[config.mk]
export PLATFORM = sky130hd
export DESIGN_NAME = mem_bus_arb
export DESIGN_NICKNAME = d
export VERILOG_FILES = /design/src/rtl/mem_bus_arb_pkg.sv /design/src/rtl/mem_bus_arb_rr_arb2.sv /design/src/rtl/mem_bus_arb.sv
export SDC_FILE = /design/constraint.sdc
export NUM_CORES = 1
export LEC_CHECK = 0
export CAP_MARGIN = 20
export CELL_PAD_IN_SITES_DETAIL_PLACEMENT = 1
export CELL_PAD_IN_SITES_GLOBAL_PLACEMENT = 2
export CORE_AREA = 8 8 666 668
export DETAILED_ROUTE_END_ITERATION = 12
export DIE_AREA = 0 0 674 676
export PLACE_DENSITY_LB_ADDON = 0.1
export SLEW_MARGIN = 40
export SYNTH_ARGS = -nofsm -noshare
export SYNTH_HDL_FRONTEND = slang
export SYNTH_SLANG_ARGS = --single-unit
[constraint.sdc]
create_clock -name clk -period 2.25 [get_ports clk]
set_input_delay 0.45 -clock clk [delete_from_list [all_inputs] [get_ports clk]]
set_output_delay 0.45 -clock clk [all_outputs]
set_load 0.02 [all_outputs]
[src/rtl/mem_bus_arb_pkg.sv]
// Shared encodings and default widths for the line-refill bus arbiter.
// Latency: none (types and constants only).
// Backpressure: none (types and constants only).
package mem_bus_arb_pkg;

   // A 64-byte cache line in a 64-bit address space.
   localparam int ADDR_W      = 64;
   localparam int LINE_BYTES  = 64;
   localparam int LINE_OFF_W  = $clog2(LINE_BYTES);
   localparam int BLK_LEN_DEF = ADDR_W - LINE_OFF_W;
   localparam int LINE_DEF    = LINE_BYTES * 8;

   typedef enum logic [1:0] {
      S_IDLE = 2'd0,
      S_BUSY = 2'd1,
      S_RESP = 2'd2
   } state_e;

   typedef enum logic {
      OWN_I = 1'b0,
      OWN_D = 1'b1
   } owner_e;

endpackage

[src/rtl/mem_bus_arb_rr_arb2.sv]
// Two-input round-robin grant: on a tie, the requester that was not served last wins.
// Latency: purely combinational.
// Backpressure: none; the caller decides when the grant is consumed.
// Ports: req_i_i/req_d_i requests, last_i previous owner, gnt_vld_o any request, gnt_o owner.
module rr_arb2
   import mem_bus_arb_pkg::*;
(
   input  logic req_i_i,
   input  logic req_d_i,
   input  logic last_i,
   output logic gnt_vld_o,
   output logic gnt_o
);

   always_comb begin
      gnt_vld_o = req_i_i | req_d_i;
      gnt_o     = OWN_I;
      if (req_i_i && req_d_i) begin
         // Owner encodings are one bit, so "not last" is simply the inverse.
         gnt_o = ~last_i;
      end else if (req_d_i) begin
         gnt_o = OWN_D;
      end
   end

endmodule

[src/rtl/mem_bus_arb.sv]
// Shares one external line-refill bus between the imem and dmem refill ports.
// Latency: request to x_rd 1 cycle; x_dv to b_dv 1 cycle; 3 cycles minimum per line.
// Backpressure: requesters hold rd until their dv pulse; watchdog abandons a silent bus.
// Ports: b_*_i imem refill port, b_*_d dmem refill port, x_* external bus,
//        bus_err one-cycle pulse when the watchdog gives up on a read.
module mem_bus_arb
   import mem_bus_arb_pkg::*;
#(
   parameter int BLK_LEN = BLK_LEN_DEF,
   parameter int LINE    = LINE_DEF,
   parameter int TIMEOUT = 1024
) (
   input  logic               clk,
   input  logic               rst_n,
   input  logic [BLK_LEN-1:0] b_addr_i,
   input  logic               b_rd_i,
   output logic [LINE-1:0]    b_rdata_i,
   output logic               b_dv_i,
   input  logic [BLK_LEN-1:0] b_addr_d,
   input  logic               b_rd_d,
   output logic [LINE-1:0]    b_rdata_d,
   output logic               b_dv_d,
   output logic [BLK_LEN-1:0] x_addr,
   output logic               x_rd,
   input  logic [LINE-1:0]    x_rdata,
   input  logic               x_dv,
   output logic               bus_err
);

   localparam int WD_W = (TIMEOUT > 1) ? $clog2(TIMEOUT) : 1;
   localparam logic [WD_W-1:0] WD_LAST = (TIMEOUT > 0) ? WD_W'(TIMEOUT - 1) : '0;

   state_e             state_q, state_d;
   owner_e             owner_q, owner_d;
   owner_e             last_q,  last_d;
   logic [WD_W-1:0]    wd_q,    wd_d;
   logic [LINE-1:0]    line_q,  line_d;
   logic [BLK_LEN-1:0] addr_q,  addr_d;
   logic               x_rd_q,  x_rd_d;
   logic               dvi_q,   dvi_d;
   logic               dvd_q,   dvd_d;
   logic               err_q,   err_d;

   logic gnt_vld;
   logic gnt;

   rr_arb2 u_rr_arb2 (
      .req_i_i   (b_rd_i),
      .req_d_i   (b_rd_d),
      .last_i    (last_q),
      .gnt_vld_o (gnt_vld),
      .gnt_o     (gnt)
   );

   always_comb begin
      state_d = state_q;
      owner_d = owner_q;
      last_d  = last_q;
      wd_d    = wd_q;
      line_d  = line_q;
      addr_d  = addr_q;
      x_rd_d  = x_rd_q;
      dvi_d   = 1'b0;
      dvd_d   = 1'b0;
      err_d   = 1'b0;

      case (state_q)
         S_IDLE: begin
            if (gnt_vld) begin
               owner_d = owner_e'(gnt);
               addr_d  = (owner_e'(gnt) == OWN_D) ? b_addr_d : b_addr_i;
               x_rd_d  = 1'b1;
               wd_d    = '0;
               state_d = S_BUSY;
            end
         end
         S_BUSY: begin
            wd_d = wd_q + 1'b1;
            // x_dv is tested first so a reply on the expiry cycle still completes.
            if (x_dv) begin
               line_d  = x_rdata;
               x_rd_d  = 1'b0;
               state_d = S_RESP;
               // The dv register is loaded here so it is visible in S_RESP;
               // an owner that has already let go of rd gets nothing.
               if (owner_q == OWN_D) begin
                  dvd_d = b_rd_d;
               end else begin
                  dvi_d = b_rd_i;
               end
            end else if ((TIMEOUT != 0) && (wd_q == WD_LAST)) begin
               x_rd_d  = 1'b0;
               err_d   = 1'b1;
               last_d  = owner_q;
               state_d = S_IDLE;
            end
         end
         S_RESP: begin
            last_d  = owner_q;
            state_d = S_IDLE;
         end
         default: begin
            state_d = S_IDLE;
         end
      endcase
   end

   always_ff @(posedge clk or negedge rst_n) begin
      if (!rst_n) begin
         state_q <= S_IDLE;
         owner_q <= OWN_I;
         last_q  <= OWN_D;
         wd_q    <= '0;
         line_q  <= '0;
         addr_q  <= '0;
         x_rd_q  <= 1'b0;
         dvi_q   <= 1'b0;
         dvd_q   <= 1'b0;
         err_q   <= 1'b0;
      end else begin
         state_q <= state_d;
         owner_q <= owner_d;
         last_q  <= last_d;
         wd_q    <= wd_d;
         line_q  <= line_d;
         addr_q  <= addr_d;
         x_rd_q  <= x_rd_d;
         dvi_q   <= dvi_d;
         dvd_q   <= dvd_d;
         err_q   <= err_d;
      end
   end

   // One line buffer feeds both ports; only the dv pulses pick the receiver.
   assign b_rdata_i = line_q;
   assign b_rdata_d = line_q;
   assign b_dv_i    = dvi_q;
   assign b_dv_d    = dvd_q;
   assign x_addr    = addr_q;
   assign x_rd      = x_rd_q;
   assign bus_err   = err_q;

endmodule

* Word level (Yosys, flattened, before mapping)
Index checks and enable logic that the tools add are counted.
** Storage, ports and cells
- Output and inout bits :: 1086
- Bits in registers :: 588
** Operators by class
- Eq/ne operators :: 7
- Mux-type cells :: 25
- $add $sub $neg :: 1
- Bitwise gates (word level) :: 2
- Reductions and logical operators :: 10
** Operators by type and width (count)
- $mux 58 :: 1
- $pmux 10 s2 :: 1
- $mux 1 :: 16
- $add 10x1->10 const B :: 1
- $eq 10x10->1 const B :: 1
- $mux 10 :: 1
- $reduce_and 2->1 :: 4
- $mux 2 :: 3
- $ne 2x2->1 const B :: 3
- $reduce_and 3->1 :: 2
- $pmux 1 s2 :: 2
- $pmux 2 s2 :: 1
- $reduce_bool 2->1 :: 2
- $ne 3x3->1 const B :: 1
- $eq 2x1->1 const B :: 1
- $eq 2x2->1 const B :: 1
- $logic_not 2->1 :: 1
- $logic_and 1x1->1 :: 1
- $not 1->1 :: 1
- $or 1x1->1 :: 1

* Depth between registers and ports, before layout
- Word-level depth :: 4
- Mapped depth :: 7
- Mapped depth without buffers :: 5

* Cells and area by module
Synthesis repeated with hierarchy kept, for this count alone.
** Unflattened totals
- Cell total of the unflattened synthesis :: 1930
- Area total of the unflattened synthesis :: 28163.3 um^2
** Modules (own cells, without submodules)
- mem_bus_arb :: cells each 1928, instances 1, area each 28149.5 um^2
- rr_arb2 :: cells each 2, instances 1, area each 13.8 um^2

* Worst setup path before layout
Ideal clock, no wire load.
- Kind :: register -> register
- Start :: register wd_q[0]
- End :: register last_q
- Path slack :: 0.667 ns
- Arrival :: 1.498 ns
- Library setup time :: 0.085 ns
- Data required time :: 2.165 ns
- Stages on the path, launching flop included :: 7
- Period minus slack after synthesis :: 1.583 ns
- Cell sequence :: dfrtp_1 -> ha_1 -> and4_1 -> buf_4 -> nand2_2 -> o32ai_1 -> mux2_1
** Between the ends
- Cells in the longest elaborated chain, start to end :: 3
** Ends and longest elaborated chain
- from (decl) :: RTL line mem_bus_arb.sv:36 : logic [WD_W-1:0] wd_q, wd_d;
- from (signal assigned) :: RTL line mem_bus_arb.sv:124 : wd_q <= wd_d;
- $eq 10x10->1 :: RTL line mem_bus_arb.sv:91 : end else if ((TIMEOUT != 0) && (wd_q == WD_LAST)) begin
- $ne 2x2->1 (no line)
- $reduce_and 3->1 (no line)
- to (signal assigned) :: RTL line mem_bus_arb.sv:123 : last_q <= last_d;
- to (decl) :: RTL line mem_bus_arb.sv:35 : owner_e last_q, last_d;
No other way between the ends.
A chain may end at the register's enable or synchronous reset.

* Worst setup path in the final report
- Start :: register line_q[273], in the netlist b_rdata_d[273]
- End :: output b_rdata_i[273]
** RTL lines
- from (decl) :: RTL line mem_bus_arb.sv:37 : logic [LINE-1:0] line_q, line_d;
- from (signal assigned) :: RTL line mem_bus_arb.sv:125 : line_q <= line_d;
- to (decl) :: RTL line mem_bus_arb.sv:17 : output logic [LINE-1:0] b_rdata_i,
No word-level cell between the ends.

==> flow_metrics.py <==
metrics = {
    "die": {
        "die_width_um": 674,
        "floorplan.initialDensity_pct": 6.155,
        "floorplan.die_area_mm2": 0.4556,
        "die_y_um": 676,
        "core_area_mm2": 0.4327,
        "core.rowCount": 242,
        "floorplan.io_pins": 1719,
    },
    "detailed_routing": {
        "wl_per_cell_um": 25.37,
        "routed-via-count": 25556,
        "dr.pass1.iters": 4,
        "route.detailed.drc": 0,
        "drt.antenna.violating_nets": 0,
        "totalWireLength_um": 259600,
        "via_per_inst": 2.498,
        "count_of_routing_violations_after_the_opening_detailed_route_iteration": 919,
    },
    "synthesis": {
        "ys_types": 36,
        "post_synth_instance_area_mm2": 0.02663,
        "synth_async_sr_flop_share_pct": 100.0,
        "syn-num-nets": 3638,
        "synth-edff-count": 0,
        "yosys-top-cells-count": "sky130_fd_sc_hd__nand2_1, sky130_fd_sc_hd__dfrtp_1, sky130_fd_sc_hd__buf_4",
        "netlist_instances": 3004,
        "synth_largest_area_cell": "sky130_fd_sc_hd__dfrtp_1",
        "synth_top_cell_area_share_pct": 55.16,
        "netlist_top_cells_area": "sky130_fd_sc_hd__dfrtp_1, sky130_fd_sc_hd__nand2_1, sky130_fd_sc_hd__buf_4",
        "ys_warn_count": 0,
        "dominantRegCellSynth": "sky130_fd_sc_hd__dfrtp_1",
        "synth-seq-area-share_pct": 55.26,
        "synth-seq-cells": 588,
        "synth_most_common_cell": "sky130_fd_sc_hd__nand2_1",
        "syn_area_per_cell_um2": 8.865,
    },
    "cells_and_area": {
        "final_core_util_pct": 11.88,
        "nets": 5012,
        "area_overhead_of_the_layout_relative_to_synthesis_pct": 93.06,
        "layout-drive-gt1-share_pct": 16.73,
        "post-route-cell-area_mm2": 0.05141,
    },
    "critical_path": {
        "reg2reg_to": "last_q",
        "crit_fanout": 3,
        "worst_ep_arrival_time_ps": 1670,
        "path_buf_inv": 1,
        "cell_by_cell_trace_of_the_critical_path": "clkdlybuf4s15_2",
        "critical_path.reg2reg.startpoint": "wd_q[0]",
        "critPathCaptureType": "primary output",
        "regToRegSetupSlack_ps": 370,
        "timing.critical_path.from": "b_rdata_d[273]",
        "path_depth": 1,
        "endpoint": "b_rdata_i[273]",
        "cpPeakStageDelay_ps": 530,
        "setup.worst_path.start_class": "flop",
        "critPathTopFamily": "flip-flops",
        "criticalPathCategory": "reg2out",
        "worst_r2r_path_depth": 5,
        "crit_required_ps": 1800,
        "cp_slowest_cell": "sky130_fd_sc_hd__dfrtp_1",
    },
    "power_and_ir_drop": {
        "p_clk_share_pct": 20.8,
        "net-switching-power_mw": 39.69,
        "power.density_mw_per_mm2": 1554,
        "comb_power_share_pct": 49.5,
        "ir_drop_v": 0.0005690,
        "sequentialPowerShare_pct": 29.7,
        "power.share.switching_pct": 49.67,
        "p_leak_nw": 23.53,
        "cell_internal_pwr_mw": 40.22,
    },
    "clock_tree": {
        "numCtsBuffers": 102,
        "clock_tree.buffer_depth": 4,
        "htree_num_levels": 3,
        "path_clk_slew_ps": 70,
        "cts_sinks": 588,
        "clock_insertion_delay_worst_skew_ps": 820,
        "cts_tree": "done",
        "cts.root.buffer_cell": "sky130_fd_sc_hd__clkbuf_16",
        "cts.repair_timing.setup_buffer_count": 0,
    },
    "sta": {
        "grt_setup_unrepaired": "false",
        "finalHoldViolations": 0,
        "timing.final.crit_period_ps": 2123,
        "report.final.slew_viol_count": 0,
        "maxSlewHeadroom_pct": 45.51,
        "setup-violations-final": 0,
        "final.setup_skew_ps": 36.19,
        "transition_time_of_the_tightest_slew_check_pin_ps": 817.4,
        "final_min_period_over_clock_period_pct": 94.34,
        "max_freq_mhz": 471.1,
    },
    "placement": {
        "place.detailed.hpwl_um": 223600,
        "gp_congestion": 0.7238,
        "post_dp_cell_area_mm2": 0.04846,
        "port_buffers": 1718,
    },
    "global_route": {
        "grt_pass1_vias": 28291,
        "track_usage_pct": 10.87,
        "initial_antenna_violation_count": 183,
        "overflow": 0,
        "wire_length_of_the_first_global_routing_pass_um": 326500,
        "maximum_number_of_pins_on_one_net_before_global_route_repair": 64,
    },
    "flow_run": {
        "drv.max_cap_violation_count": 0,
    },
    "outcome": {
        "status": "finished, final reports clean",
    },
    "worst_hold_path": {
        "holdCritPathClass": "in2reg",
    },
}
[cells in the final DEF (no fill, tap or decap), drive strengths merged, types with 2 or more instances in the layout]
cell | netlist | final
nand4 | 3 | 3
dlygate4sd2 | 0 | 696
inv | 2 | 6
nand3 | 5 | 5
buf | 595 | 237
nand2 | 1606 | 1606
o31ai | 3 | 3
a31oi | 2 | 2
and3 | 3 | 3
clkbuf | 51 | 156
clkdlybuf4s50 | 0 | 631
diode | 0 | 46
clkdlybuf4s15 | 0 | 348
and4 | 2 | 2
nor2 | 2 | 2
dfrtp | 587 | 587
o211ai | 2 | 2
bufinv | 0 | 9
clkinv | 0 | 9
clkdlybuf4s18 | 0 | 3
o21ai | 71 | 71
mux2i | 58 | 58
[metrics by stage]
stage	hold WS (ps)	std cells	setup TNS [ps]	power (mW)	worst slack (ps)
2_1_floorplan	154.4	3004	0	43.50	667.2
3_3_place_gp	465.2	10007	-38.84	71.51	-38.09
3_5_place_dp	472.8	10007	-102.1	71.22	-72.04
4_1_cts	3.486	10186	-3.681	83.74	-2.273
5_1_grt	60.46	10193	0	85.60	0.3220
6_report	157.4	10232	0	79.91	127.4
[final cells by class]
| type | instances | area [um^2] |
|---|---|---|
| Fill cell | 50684 | 381300 |
| Timing Repair Buffer | 1916 | 18580 |
| Sequential cell | 588 | 14890 |
| Multi-Input combinational cell | 1768 | 7243 |
| Tap cell | 5734 | 7174 |
| Clock buffer | 156 | 3007 |
| Clock inverter | 22 | 387.9 |
| Antenna cell | 46 | 115.1 |
| Inverter | 2 | 15.01 |
[sequential cells by signal (all words and copies together), names as in the netlist]
register / count
owner_q: 1
b_rdata_d: 512
bus_err: 1
last_q: 1
state_q: 2
wd_q: 10
x_addr: 58
b_dv_i: 1
x_rd: 1
b_dv_d: 1
[power groups by stage]
stage	Clock, mW	Combinational, mW	Sequential [mW]
floorplan	0	18.5	25.0
global placement	0	46.9	24.6
detailed placement	0	46.4	24.8
CTS	17.8	41.2	24.8
global route	18.0	42.6	24.9
finish	16.6	39.5	23.7
[worst min path at each step]
stage,start,endpoint,cells after the start
CTS,x_rdata[369],b_rdata_d[369],3
global route,x_rdata[369],b_rdata_d[369],3
floorplan,rst_n,b_dv_d,0
global placement,x_addr[30],x_addr[30],2
finish,x_rdata[369],b_rdata_d[369],3
detailed placement,x_addr[20],x_addr[20],2
[per-layer routing]
layer	vias up	global-route usage, %	wire length (um)
li1	11560	-	-
met1	12372	12.27	101500
met2	1124	20.03	133900
met3	402	3.700	19340
met4	98	1.666	4273
met5	-	0	649
[timing repair]
item,4_1_cts,5_1_grt
endpoints found under the setup margin,1080,0
endpoints found under the hold margin,12,0
gates resized for setup,1902,0
hold buffers,1,0
[kinds of logic after synthesis]
kind of cell | after synthesis | share of synthesized area (%)
buffers and inverters | 648 | 17.66
adders and majority gates | 1 | 0.04698
and+or+nand+nor | 1625 | 23.15
AOI/OAI and AO/OA | 83 | 1.663
muxes | 59 | 2.222
DFF | 588 | 55.26
(Power assumes the default switching activity.)
